File: src/rtl/psum_accum_wb.sv
// psum_accum_wb: accumulates acc_len signed group sums per output pixel on
// top of a bias, requantizes to int8 and writes each pixel through a
// valid/ready port with an auto-incrementing address.
// Optional build macro: PSUM_ROUND_EN (round-half-up before the right shift).
module psum_accum_wb #(
  parameter int IN_W   = 19,
  parameter int ACC_W  = 24,
  parameter int OUT_W  = 8,
  parameter int ADDR_W = 10
) (
  input  logic              clk,
  input  logic              rst,
  input  logic              start,
  input  logic [7:0]        acc_len,
  input  logic [ADDR_W-1:0] out_count,
  input  logic [ADDR_W-1:0] base_addr,
  input  logic [15:0]       bias,
  input  logic [3:0]        shift,
  input  logic              relu_on,
  input  logic              psum_valid,
  input  logic [IN_W-1:0]   psum_in,
  input  logic              wr_ready,
  output logic              wr_en,
  output logic [ADDR_W-1:0] wr_addr,
  output logic [OUT_W-1:0]  wr_data,
  output logic              busy,
  output logic              done,
  output logic              overrun
);

  typedef enum logic [1:0] {S_IDLE, S_RUN, S_FLUSH, S_DONE} state_t;

  state_t state, state_nx;

  logic [7:0]               len_m1;
  logic [ADDR_W-1:0]        cnt_q;
  logic [15:0]              bias_q;
  logic [3:0]               shift_q;
  logic                     relu_q;
  logic signed [ACC_W-1:0]  acc;
  logic [7:0]               beat;
  logic [ADDR_W-1:0]        pixel;

  logic                     fire, last, accept, layer_end;
  logic signed [ACC_W:0]    sum_full;
  logic signed [ACC_W-1:0]  sum_sat, pre_shift, shr;
  logic [ACC_W:0]           rnd;
  logic [OUT_W-1:0]         q_pix;

  function automatic logic signed [ACC_W-1:0] sat_acc(input logic signed [ACC_W:0] x);
    if (x[ACC_W] != x[ACC_W-1])
      sat_acc = x[ACC_W] ? {1'b1, {(ACC_W-1){1'b0}}} : {1'b0, {(ACC_W-1){1'b1}}};
    else
      sat_acc = x[ACC_W-1:0];
  endfunction

  assign fire      = (state == S_RUN) && psum_valid;
  assign last      = fire && (beat == len_m1);
  assign accept    = wr_en && wr_ready;
  assign layer_end = last && ((pixel + 1'b1) == cnt_q);
  assign busy      = (state != S_IDLE);
  assign done      = (state == S_DONE);

  // Saturating accumulate and requantize of the current beat
  always_comb begin
    rnd       = '0;
    sum_full  = {acc[ACC_W-1], acc} + {{(ACC_W+1-IN_W){psum_in[IN_W-1]}}, psum_in};
    sum_sat   = sat_acc(sum_full);
`ifdef PSUM_ROUND_EN
    if (shift_q != 4'd0) rnd = (ACC_W+1)'(1) << (shift_q - 4'd1);
    pre_shift = sat_acc({sum_sat[ACC_W-1], sum_sat} + rnd);
`else
    pre_shift = sum_sat;
`endif
    shr = pre_shift >>> shift_q;
    if (relu_q && shr[ACC_W-1]) shr = '0;
    if (shr[ACC_W-1:OUT_W-1] == {(ACC_W-OUT_W+1){shr[ACC_W-1]}})
      q_pix = shr[OUT_W-1:0];
    else
      q_pix = shr[ACC_W-1] ? {1'b1, {(OUT_W-1){1'b0}}} : {1'b0, {(OUT_W-1){1'b1}}};
  end

  // State register
  always_ff @(posedge clk or posedge rst) begin
    if (rst) state <= S_IDLE;
    else     state <= state_nx;
  end

  // Next-state logic; FLUSH leaves on the edge that accepts the final write
  always_comb begin
    state_nx = state;
    case (state)
      S_IDLE:  if (start) state_nx = (out_count == '0) ? S_DONE : S_RUN;
      S_RUN:   if (layer_end) state_nx = S_FLUSH;
      S_FLUSH: if (!wr_en || wr_ready) state_nx = S_DONE;
      S_DONE:  state_nx = S_IDLE;
      default: state_nx = S_IDLE;
    endcase
  end

  // Config latch, accumulator, counters and output register
  always_ff @(posedge clk or posedge rst) begin
    if (rst) begin
      len_m1  <= '0;
      cnt_q   <= '0;
      bias_q  <= '0;
      shift_q <= '0;
      relu_q  <= 1'b0;
      acc     <= '0;
      beat    <= '0;
      pixel   <= '0;
      wr_en   <= 1'b0;
      wr_addr <= '0;
      wr_data <= '0;
      overrun <= 1'b0;
    end else if (state == S_IDLE && start) begin
      len_m1  <= (acc_len == 8'd0) ? 8'd0 : acc_len - 8'd1;
      cnt_q   <= out_count;
      bias_q  <= bias;
      shift_q <= shift;
      relu_q  <= relu_on;
      acc     <= {{(ACC_W-16){bias[15]}}, bias};
      beat    <= '0;
      pixel   <= '0;
      wr_addr <= base_addr;
      overrun <= 1'b0;
    end else begin
      if (fire) begin
        if (last) begin
          acc   <= {{(ACC_W-16){bias_q[15]}}, bias_q};
          beat  <= '0;
          pixel <= pixel + 1'b1;
        end else begin
          acc   <= sum_sat;
          beat  <= beat + 8'd1;
        end
      end
      if (accept) wr_addr <= wr_addr + 1'b1;
      // A new pixel may load only into an empty register or one draining this edge
      if (last) begin
        if (!wr_en || accept) begin
          wr_en   <= 1'b1;
          wr_data <= q_pix;
        end else begin
          overrun <= 1'b1;
        end
      end else if (accept) begin
        wr_en <= 1'b0;
      end
    end
  end

endmodule

File: config.mk
export PLATFORM = sky130hd
export DESIGN_NAME = psum_accum_wb
export DESIGN_NICKNAME = d
export VERILOG_FILES = /design/src/rtl/psum_accum_wb.sv
export SDC_FILE = /design/constraint.sdc
export NUM_CORES = 1
export LEC_CHECK = 0
export BUFFER_PORTS_ARGS = -buffer_cell sky130_fd_sc_hd__buf_2
export CORE_UTILIZATION = 30
export CTS_BUF_LIST = sky130_fd_sc_hd__clkbuf_4 sky130_fd_sc_hd__clkbuf_8 sky130_fd_sc_hd__clkbuf_16
export DETAILED_ROUTE_END_ITERATION = 7
export PLACE_DENSITY = 0.47
export SYNTH_ARGS = -nofsm -noshare
export SYNTH_HDL_FRONTEND = slang
export SYNTH_SLANG_ARGS = --single-unit
File: constraint.sdc
create_clock -name clk -period 5.5 [get_ports clk]
set_clock_uncertainty 0.1 [all_clocks]
set_input_delay 0.275 -clock clk [delete_from_list [all_inputs] [get_ports clk]]
set_output_delay 0.275 -clock clk [all_outputs]
set_load 0.01 [all_outputs]
==> summary.md, run 1 <==
| Metric | Value |
|---|---|
| Outcome | `complete, but fails checks` |
| Failing checks | `negative hold slack` |
| Via/cell ratio | `5.467` |
| Initial antenna violation count | `1` |
| Synth warn | `0` |
| Reg2Reg Capture Point | `wr_data[3]` |
| Synth top area cells | `dfrtp_1, nand2_1, ha_1` |
| Synth area leader | `dfrtp_1` |
| Post-synth cell types | `83` |
| N_diodes | `0` |
| H-tree levels | `3` |
| Top_reg_cell synth | `dfrtp_1` |
| Critical Path RT | `5680 ps` |
| Fill cells | `2967` |
| Top-count cell post-synth | `nand2_1` |
| Synth top cells by count | `nand2_1, dfrtp_1, nor2_1` |
| Syn_nets | `1171` |
| Leak | `4.231 nW` |
| Critical Path Most Common Cell | `buf_4` |
| Routed wire length | `27.99 mm` |
| Post-synthesis mux area share | `3.636%` |
| Post-synthesis register bit count | `103` |
| Max Cap Violations | `0` |
| Final hold violation count | `15` |
| RSZ-0062 raised after global routing | `false` |
| Avg Cell Area, Syn | `7.989 um2` |
| Number of synthesized flops with an enable pin | `0` |
| Reg power frac | `18.6%` |
| DRT iter0 DRCs | `522` |
| Pins Over Slew Limit | `0` |
| Hpwl dp | `21.43 mm` |
| CP bufs+invs | `2` |
| IO buf count | `94` |
| Drt first pass iters | `4` |
| Final period utilization | `93.68%` |
| Fin crit period | `5152 ps` |
| Root Driver | `clkbuf_16` |
| Worst R2R Setup Slack | `350 ps` |
| CP max-delay cell | `or4_1` |
| First-pass GRT wire length | `45.52 mm` |
| XOR/XNOR Fraction of Synth Area | `6.800%` |
| Top cell type's share of synthesized area | `30.32%` |
| Core box area | `27860 um2` |
| Clock Sinks | `103` |
| P per Cell Area | `708.6 nW/um2` |
| Mapped Area | `8501 um2` |
| Initial Utilization | `30.51%` |
| Least-Margin Pin Slew | `920.2 ps` |
| Post-synthesis simple-gate area fraction | `21.52%` |
| FP Rows | `61` |
| Largest family of logic cells by synthesized area | `compound AO/OA/AOI/OAI gates` |
| Post-synthesis adder-cell area fraction | `5.446%` |
| Sw frac | `52.63%` |
| Final setup vio count | `0` |
| Clk pwr share | `9.7%` |
| Share of cells above drive strength 1 | `17.45%` |
| Reg area | `2577 um2` |
| Die Span X | `170.3 um` |
| NetSw | `3.669 mW` |
| Sequential-to-total area share from yosys stat | `30.32%` |
| Max VDD drop | `238.2 uV` |
| Crit-path leading delay family | `compound AO/OA/AOI/OAI gates` |
| Synth Area in Compound Gates | `27.98%` |
| Worst-Skew Late Latency | `370 ps` |
| Combinational Power Share | `71.7%` |
| Worst Hold Slack | `-21.72 ps` |
| TritonCTS buffer count | `9` |
| GRT Overall Usage | `19.94%` |
| Synth Instances | `1064` |
| Setup_tns | `0 ps` |
| Synthesis-to-finish area growth | `15.75%` |
| Depth of the most critical reg-to-reg path | `17` |
| Post-route ant nets | `0` |
| DRC | `0` |
| DR vias | `8332` |
| Multi-input gate area | `5613 um2` |
| Max clock buf depth | `2` |
| Height of the die | `170.3 um` |
| R2R Path Start | `acc[0]` |
| DR WL/cell | `18.37 um` |
| Die area | `29010 um2` |
| CP Launch Type | `register` |
| Largest stage delay, worst path | `650 ps` |
| Hold Crit Class | `input pin to async pin` |
| Largest net degree at the start of global routing | `75` |
| RePlAce Congestion | `0.8962` |
| Normalized max-slew margin | `38.50%` |
| Number of global-route vias before repair | `8225` |
| Layout Nets | `1248` |
| Critical path class | `register to register` |
| # IOs | `95` |
| Critical path depth | `17` |
| Clock slew at reported path FFs | `90 ps` |
| WP data arrival | `5330 ps` |
| Worst setup EP type | `register` |
| CTS tree | `built` |
| P_int | `3.303 mW` |
| Asr flop ratio synth | `100.0%` |
| CP max FO | `9` |
| Crit path cell chain | `ha_1 > fa_1 > a211oi_1 > o211ai_1 > a221oi_2 > buf_4 > o21a_2 > nor2_1 > buf_4 > a22oi_2 > a31oi_1 > or2_2 > a2111oi_2 > a21o_1 > a221oi_1 > or4_1 > o211ai_2` |
| Congestion Overflow GR | `0` |
| Max Clock Freq | `194.1 MHz` |
## cell type report
type                    instances  area share, %
multi-input cells             871          57.04
flip-flops and latches        103          26.20
repair buffers                135          7.960
well taps                     378          4.807
clock buffers                   9          2.289
clock inverters                 7         0.8774
inverters                      21         0.8266
## power groups by stage
| stage | combinational [mW] | sequential (mW) | clock (mW) |
|---|---|---|---|
| finish | 5.00 | 1.30 | 0.676 |
| global placement | 4.93 | 1.31 | 0 |
| detailed placement | 4.90 | 1.32 | 0 |
| global route | 5.52 | 1.34 | 0.725 |
| floorplan | 3.48 | 1.25 | 0 |
| CTS | 4.93 | 1.30 | 0.698 |
## metal layers
metal	vias up	part of all wire, %	global-route usage, %
met5	-	0.046	0
met2	175	49	34.11
met3	34	3.4	1.953
met4	2	1.7	5.014
met1	4051	46	26.79
li1	4070	-	-
## what timing repair did
item,4_1_cts,5_1_grt
buffers inserted,0,0
hold buffers,2,0
endpoints found under the setup margin,0,7
endpoints found under the hold margin,2,0
resized for setup,0,9
## through the flow
stage / cells / power [mW] / worst slack (ps) / util, % / instance area, um2
finish: 1524 / 6.972 / 347.8 / 35.32 / 9839
global route: 1524 / 7.587 / 4.855 / 35.32 / 9839
CTS: 1524 / 6.932 / 138.7 / 35.17 / 9798
detailed placement: 1506 / 6.219 / 160.2 / 33.98 / 9467
global placement: 1506 / 6.245 / 113.1 / 33.98 / 9467
floorplan: 1064 / 4.734 / 833.2 / - / 8501
## logic make-up after synthesis
family,count (synthesis)
mux,23
buf+inv,90
compound gates,342
xor+xnor,66
flops,103
simple gates,403
fa+ha+maj,37
## registers in the layout (all words and copies together) (netlist names)
register and count:
acc 24, cnt_q 10, pixel 10, shift_q 4
wr_addr 10, state 2, relu_q 1, bias_q 16
wr_data 8, overrun 1, beat 8, wr_en 1
len_m1 8
## worst max-delay path by stage
stage	startpoint	end	slack, ps
floorplan	acc[0]	wr_data[3]	830
global placement	psum_in[0]	wr_data[3]	110
global route	acc[0]	wr_data[4]	5
finish	acc[0]	wr_data[3]	350
detailed placement	psum_in[0]	wr_data[4]	160
CTS	acc[13]	wr_data[3]	140
## layout by cell type, fill, tap and decap left out, types with 7 or more instances in the layout
master	instances
nand2_1	184
dfrtp_1	103
buf_2	94
nor2_1	80
o21ai_0	71
a21oi_1	69
buf_4	39
xnor2_1	34
ha_1	33
xor2_1	32
nor3_1	29
nand3_1	26
o211ai_1	24
a211oi_1	20
a22oi_1	17
inv_1	17
o221ai_1	16
and3_1	16
nand4_1	15
mux2i_1	14
a21o_1	13
o22a_1	10
a31oi_1	9
or3_1	9
clkbuf_16	9
and2_1	8
o21ai_1	8
or2_2	7
(Power assumes the default switching activity.)
==> run 2: changes to the inputs <==
- RECOVER_POWER: unset -> 50
==> summary.md, run 2 (synthesis gave the netlist of run 1 again) <==
| Metric | Value |
|---|---|
| Outcome | `complete, but fails checks` |
| Failing checks | `max-capacitance violations, max-slew violations` |
| CP bufs+invs | `2 (unchanged)` |
| Die area | `29010 um2 (unchanged)` |
| Max Clock Freq | `192.1 MHz (-1.0%)` |
| Routed wire length | `28.01 mm (about the same)` |
| Setup_tns | `0 ps (unchanged)` |
| CP max-delay cell | `or4_1` |
| Pins Over Slew Limit | `106 (+106)` |
| Final period utilization | `94.66% (+0.99 points)` |
| TritonCTS buffer count | `9 (unchanged)` |
| RSZ-0062 raised after global routing | `false` |
| Share of cells above drive strength 1 | `15.62% (-1.8 points)` |
| P per Cell Area | `709.7 nW/um2 (+0.16%)` |
| Crit-path leading delay family | `compound AO/OA/AOI/OAI gates` |
| RePlAce Congestion | `0.8962 (unchanged)` |
| DR WL/cell | `18.38 um (about the same)` |
| Largest net degree at the start of global routing | `75 (unchanged)` |
| Post-route ant nets | `0 (unchanged)` |
| GRT Overall Usage | `19.94% (unchanged)` |
| DRC | `0 (unchanged)` |
| Critical path class | `register to register` |
| First-pass GRT wire length | `45.52 mm (unchanged)` |
| Via/cell ratio | `5.469 (about the same)` |
| CP Launch Type | `register` |
| Worst setup EP type | `register` |
| Layout Nets | `1248 (unchanged)` |
| Congestion Overflow GR | `0 (unchanged)` |
| Root Driver | `clkbuf_16` |
| Final hold violation count | `0 (-15)` |
| Height of the die | `170.3 um (unchanged)` |
| Final Cell Area | `9809 um2 (-0.31%)` |
| Max clock buf depth | `2 (unchanged)` |
| Critical Path RT | `5680 ps (about the same)` |
| H-tree levels | `3 (unchanged)` |
| Max VDD drop | `237.4 uV (-0.35%)` |
| WP data arrival | `5390 ps (+60 ps)` |
| Synthesis-to-finish area growth | `15.40%` |
| # IOs | `95 (unchanged)` |
| Final setup vio count | `0 (unchanged)` |
| Die Span X | `170.3 um (unchanged)` |
| Max FFs per register | `24 (unchanged)` |
| Top Registers | `acc x24, bias_q x16` |
| Normalized max-slew margin | `-104.7% (-140 points)` |
| Crit path cell chain | `ha_1 > fa_1 > a211oi_1 > o211ai_1 > a221oi_2 > buf_4 > o21a_2 > nor2_1 > buf_4 > a22oi_2 > a31oi_1 > or2_2 > a2111oi_2 > a21o_1 > a221oi_1 > or4_1 > o211ai_2` |
| Clock slew at reported path FFs | `90 ps (about the same)` |
| Least-Margin Pin Slew | `3054 ps (+2134 ps)` |
| CTS tree | `built` |
| Placed cell area | `9467 um2 (unchanged)` |
| Core box area | `27860 um2 (unchanged)` |
| CP max FO | `9 (unchanged)` |
| Leak | `4.149 nW (-1.9%)` |
| Hpwl dp | `21.43 mm (unchanged)` |
| Most frequent cells in the layout | `nand2_1, dfrtp_1, nor2_1` |
| Clock Sinks | `103 (unchanged)` |
| Top reg by flops | `acc` |
| Fin crit period | `5207 ps (+54.36 ps)` |
| IO buf count | `94 (unchanged)` |
| DRT iter0 DRCs | `501 (-4.0%)` |
| Initial antenna violation count | `1 (unchanged)` |
| Drt first pass iters | `5 (+1)` |
| Critical Path Most Common Cell | `buf_4` |
| DR vias | `8335 (+0.036%)` |
| Commonest non-fill, non-tap cell in the layout | `nand2_1` |
| FP Rows | `61 (unchanged)` |
| Number of global-route vias before repair | `8225 (unchanged)` |
| Hold Crit Class | `input pin to register` |
| Largest stage delay, worst path | `660 ps (about the same)` |
| Max Cap Violations | `2 (+2)` |
| Worst-Skew Late Latency | `370 ps (about the same)` |
| N_diodes | `0 (unchanged)` |
| Post-CTS Setup Inserts | `0 (unchanged)` |
| Initial Utilization | `30.51% (unchanged)` |
run 2: cell type report:
cell class | count | area, um2
flip-flops and latches | 103 | 2577
well taps | 378 | 473.0
inverters | 21 | 80.08
clock buffers | 9 | 225.2
multi-input cells | 871 | 5613
repair buffers | 135 | 754.5
clock inverters | 7 | 86.33
fillers | 2973 | 18050
run 2: layer usage:
layer	vias up	track usage, %	wire length [um]
li1	4067	-	-
met1	4062	26.79	12880
met2	171	34.11	13860
met3	33	1.953	767
met4	2	5.014	485
met5	-	0	13
run 2: power by group:
group	internal, mW	switching [mW]	leakage, nW
Combinational	1.91	3.08	2.70
Sequential	1.05	0.244	1.29
Clock	0.326	0.348	0.150
run 2: final timing paths:
check,startpoint,to,slack [ps],cells past startpoint
worst min register to register,bias_q[4],bias_q[4],380,2
max in group asynchronous,rst,acc[13],1800,3
min in group asynchronous,rst,wr_addr[1],680,2
worst max-delay path,acc[0],wr_data[3],290,17
worst max register to register,acc[0],wr_data[3],290,17
worst min-delay path,out_count[3],cnt_q[3],9,3
run 2: worst min-delay path, stage by stage:
cell     delay, ps
buf_2           90
nand2_1         40
nand2_1         50
run 2: stage by stage:
stage / power [mW] / setup slack [ps] / hold slack (ps) / std cells / utilization, %
after floorplan: 4.734 / 833.2 / 280.4 / 1064 / -
after detailed placement: 6.219 / 160.2 / 363.9 / 1506 / 33.98
after global placement: 6.245 / 113.1 / 360.3 / 1506 / 33.98
final: 6.962 / 293.5 / 8.654 / 1524 / 35.21
after global routing: 7.575 / 4.855 / 20.66 / 1524 / 35.21
after CTS: 6.932 / 138.7 / 1.631 / 1524 / 35.17
run 2: timing repair:
item / 4_1_cts / 5_1_grt
hold buffers: 2 / 0
endpoints found under the hold margin: 2 / 0
setup endpoints to repair: 0 / 7
resized for setup: 0 / 9
==> run 3: changes to the inputs <==
==> constraint.sdc (replaced) <==
create_clock -name clk -period 5.5 [get_ports clk]
set_clock_uncertainty 0.1 [all_clocks]
set_input_delay 0.55 -clock clk [delete_from_list [all_inputs] [get_ports clk]]
set_output_delay 0.55 -clock clk [all_outputs]
set_load 0.05 [all_outputs]
==> summary.md, run 3 (synthesis gave the netlist of run 1 again) <==
| Metric | Value |
|---|---|
| Outcome | `complete, but fails checks` |
| Failing checks | `max-capacitance violations, max-slew violations` |
| RSZ-0062 raised after global routing | `false` |
| Initial Utilization | `30.51% (unchanged)` |
| Most frequent cells in the layout | `nand2_1, dfrtp_1, nor2_1` |
| Share of cells above drive strength 1 | `17.06% (+1.4 points)` |
| CTS tree | `built` |
| CP Launch Type | `register` |
| Commonest non-fill, non-tap cell in the layout | `nand2_1` |
| Worst-Skew Late Latency | `360 ps (about the same)` |
| Critical Path RT | `5680 ps (about the same)` |
| Reg power frac | `17.3% (-1.3 points)` |
| Largest net degree at the start of global routing | `65 (-13%)` |
| RePlAce Congestion | `0.9481 (+5.8%)` |
| Cts hold-fix bufs | `0 (-2)` |
| DRT iter0 DRCs | `593 (+18%)` |
| Hold Crit Class | `input pin to register` |
| IO buf count | `94 (unchanged)` |
| Hpwl dp | `22.05 mm (+2.9%)` |
| Max FFs per register | `24 (unchanged)` |
| Total power | `7.419 mW (+6.6%)` |
| P_int | `3.486 mW (+6.0%)` |
| Combinational Power Share | `73.2% (+1.5 points)` |
| Largest stage delay, worst path | `670 ps (about the same)` |
| Final period utilization | `93.20% (-1.5 points)` |
| DR WL/cell | `18.54 um (+0.89%)` |
| First-pass GRT wire length | `45.85 mm (+0.73%)` |
| Clk pwr share | `9.5% (-0.2 points)` |
| Setup_tns | `0 ps (unchanged)` |
| Fin cells | `1550 (+1.7%)` |
| Fin worst setup slack | `373.7 ps (+80.27 ps)` |
| NetSw | `3.934 mW (+7.1%)` |
| Fin crit period | `5126 ps (-80.27 ps)` |
| Sw frac | `53.02% (+0.26 points)` |
| N_diodes | `0 (unchanged)` |
| Post-placement cell count | `1534 (+1.9%)` |
| CP max-delay cell | `nor4bb_1` |
| Top Registers | `acc x24, bias_q x16` |
| Least-Margin Pin Slew | `2080 ps (-974.2 ps)` |
| Number of global-route vias before repair | `8164 (-0.74%)` |
| Normalized max-slew margin | `-38.66% (+66 points)` |
| DRC | `0 (unchanged)` |
| Drt first pass iters | `5 (unchanged)` |
| Max VDD drop | `263.2 uV (+11%)` |
| Layout Nets | `1274 (+2.1%)` |
| Critical path class | `register to register` |
| Top reg by flops | `acc` |
| Synthesis-to-finish area growth | `17.44%` |
| Height of the die | `170.3 um (unchanged)` |
| Core box area | `27860 um2 (unchanged)` |
| Routed wire length | `28.74 mm (+2.6%)` |
| Crit path cell chain | `ha_1 > fa_1 > a211oi_1 > o21ai_1 > a211oi_1 > nor3_1 > or3_1 > and4_1 > a31oi_1 > nor4bb_1 > mux2_2 > nand3_1 > and3_1 > or4_1 > o211ai_2` |
| DR vias | `8385 (+0.60%)` |
| CP max FO | `7 (-2)` |
| Final setup vio count | `0 (unchanged)` |
| GRT Overall Usage | `20.30% (+0.36 points)` |
| Die area | `29010 um2 (unchanged)` |
| # IOs | `95 (unchanged)` |
| Clock slew at reported path FFs | `80 ps (about the same)` |
| TritonCTS buffer count | `9 (unchanged)` |
| Root Driver | `clkbuf_16` |
| WP data arrival | `5310 ps (-80 ps)` |
| Leak | `4.279 nW (+3.1%)` |
| Final Cell Area | `9983 um2 (+1.8%)` |
| Clock Sinks | `103 (unchanged)` |
| Worst setup EP type | `register` |
| Max Cap Violations | `3 (+1)` |
| Max clock buf depth | `2 (unchanged)` |
| Post-route ant nets | `0 (unchanged)` |
| Critical Path Most Common Cell | `a211oi_1` |
| Initial antenna violation count | `1 (unchanged)` |
| H-tree levels | `3 (unchanged)` |
| Final hold violation count | `0 (unchanged)` |
| Placed cell area | `9689 um2 (+2.4%)` |
| Max Clock Freq | `195.1 MHz (+1.6%)` |
| Pins Over Slew Limit | `150 (+42%)` |
| Congestion Overflow GR | `0 (unchanged)` |
| Die Span X | `170.3 um (unchanged)` |
| FP Rows | `61 (unchanged)` |
| Via/cell ratio | `5.410 (-1.1%)` |
| Pre-CTS setup slack | `44.37 ps (-115.8 ps)` |
| P per Cell Area | `743.2 nW/um2 (+4.7%)` |
[run 3: cell types whose count changed in the layout (fill, tap and decap cells not counted), sizes merged]
cell	previous run	this run
clkinv	7	6
buf	112	139
clkbuf	30	31
dlygate4sd3	2	0
bufinv	0	1
[run 3: layout make-up]
cell class / instances / area [um2]
clock inverters: 7 / 100.1
clock buffers: 9 / 225.2
multi-input cells: 871 / 5573
flip-flops and latches: 103 / 2577
inverters: 21 / 80.08
repair buffers: 161 / 954.7
fillers: 2965 / 17870
well taps: 378 / 473.0
[run 3: final timing paths]
kind | from | end | slack [ps] | cells after the start
min in group asynchronous | rst | wr_addr[1] | 520 | 2
min | out_count[5] | cnt_q[5] | 280 | 3
min reg2reg | bias_q[12] | bias_q[12] | 380 | 2
max | acc[0] | wr_data[3] | 370 | 15
max reg2reg | acc[0] | wr_data[3] | 370 | 15
max in group asynchronous | rst | acc[14] | 2480 | 3
[run 3: per-layer routing]
layer,wire (um),up-vias,track usage (%)
met5,13,-,0
met4,514,2,5.640
met3,1008,38,2.349
met2,14050,178,34.68
met1,13150,4044,26.87
li1,-,4123,-
[run 3: what timing repair did]
action / in CTS / in global routing
hold endpoints to repair: 0 / 0
buffers inserted: 0 / 0
endpoints found under the setup margin: 0 / 2
gates resized for setup: 0 / 1
[run 3: worst max-delay path: cells and delay by family, from the launching register on]
family | cells | cell delay (ps)
DFF | 1 | 390
muxes | 1 | 300
and+or+nand+nor | 7 | 2450
AOI/OAI and AO/OA | 5 | 1160
adders and majority gates | 2 | 650
[run 3: through the flow]
| stage | hold slack [ps] | utilization, % |
|---|---|---|
| 6_report | 282.4 | 35.84 |
| 5_1_grt | 286.8 | 35.84 |
| 4_1_cts | 133.6 | 35.95 |
| 3_5_place_dp | 363.0 | 34.78 |
| 3_3_place_gp | 359.3 | 34.78 |
| 2_1_floorplan | 346.0 | - |
[run 3: power groups by stage]
stage,sequential (mW),combinational [mW],clock [mW]
3_3_place_gp,1.30,5.41,0
3_5_place_dp,1.30,5.40,0
2_1_floorplan,1.41,3.51,0
4_1_cts,1.29,5.42,0.729
6_report,1.28,5.43,0.707
5_1_grt,1.32,5.95,0.750
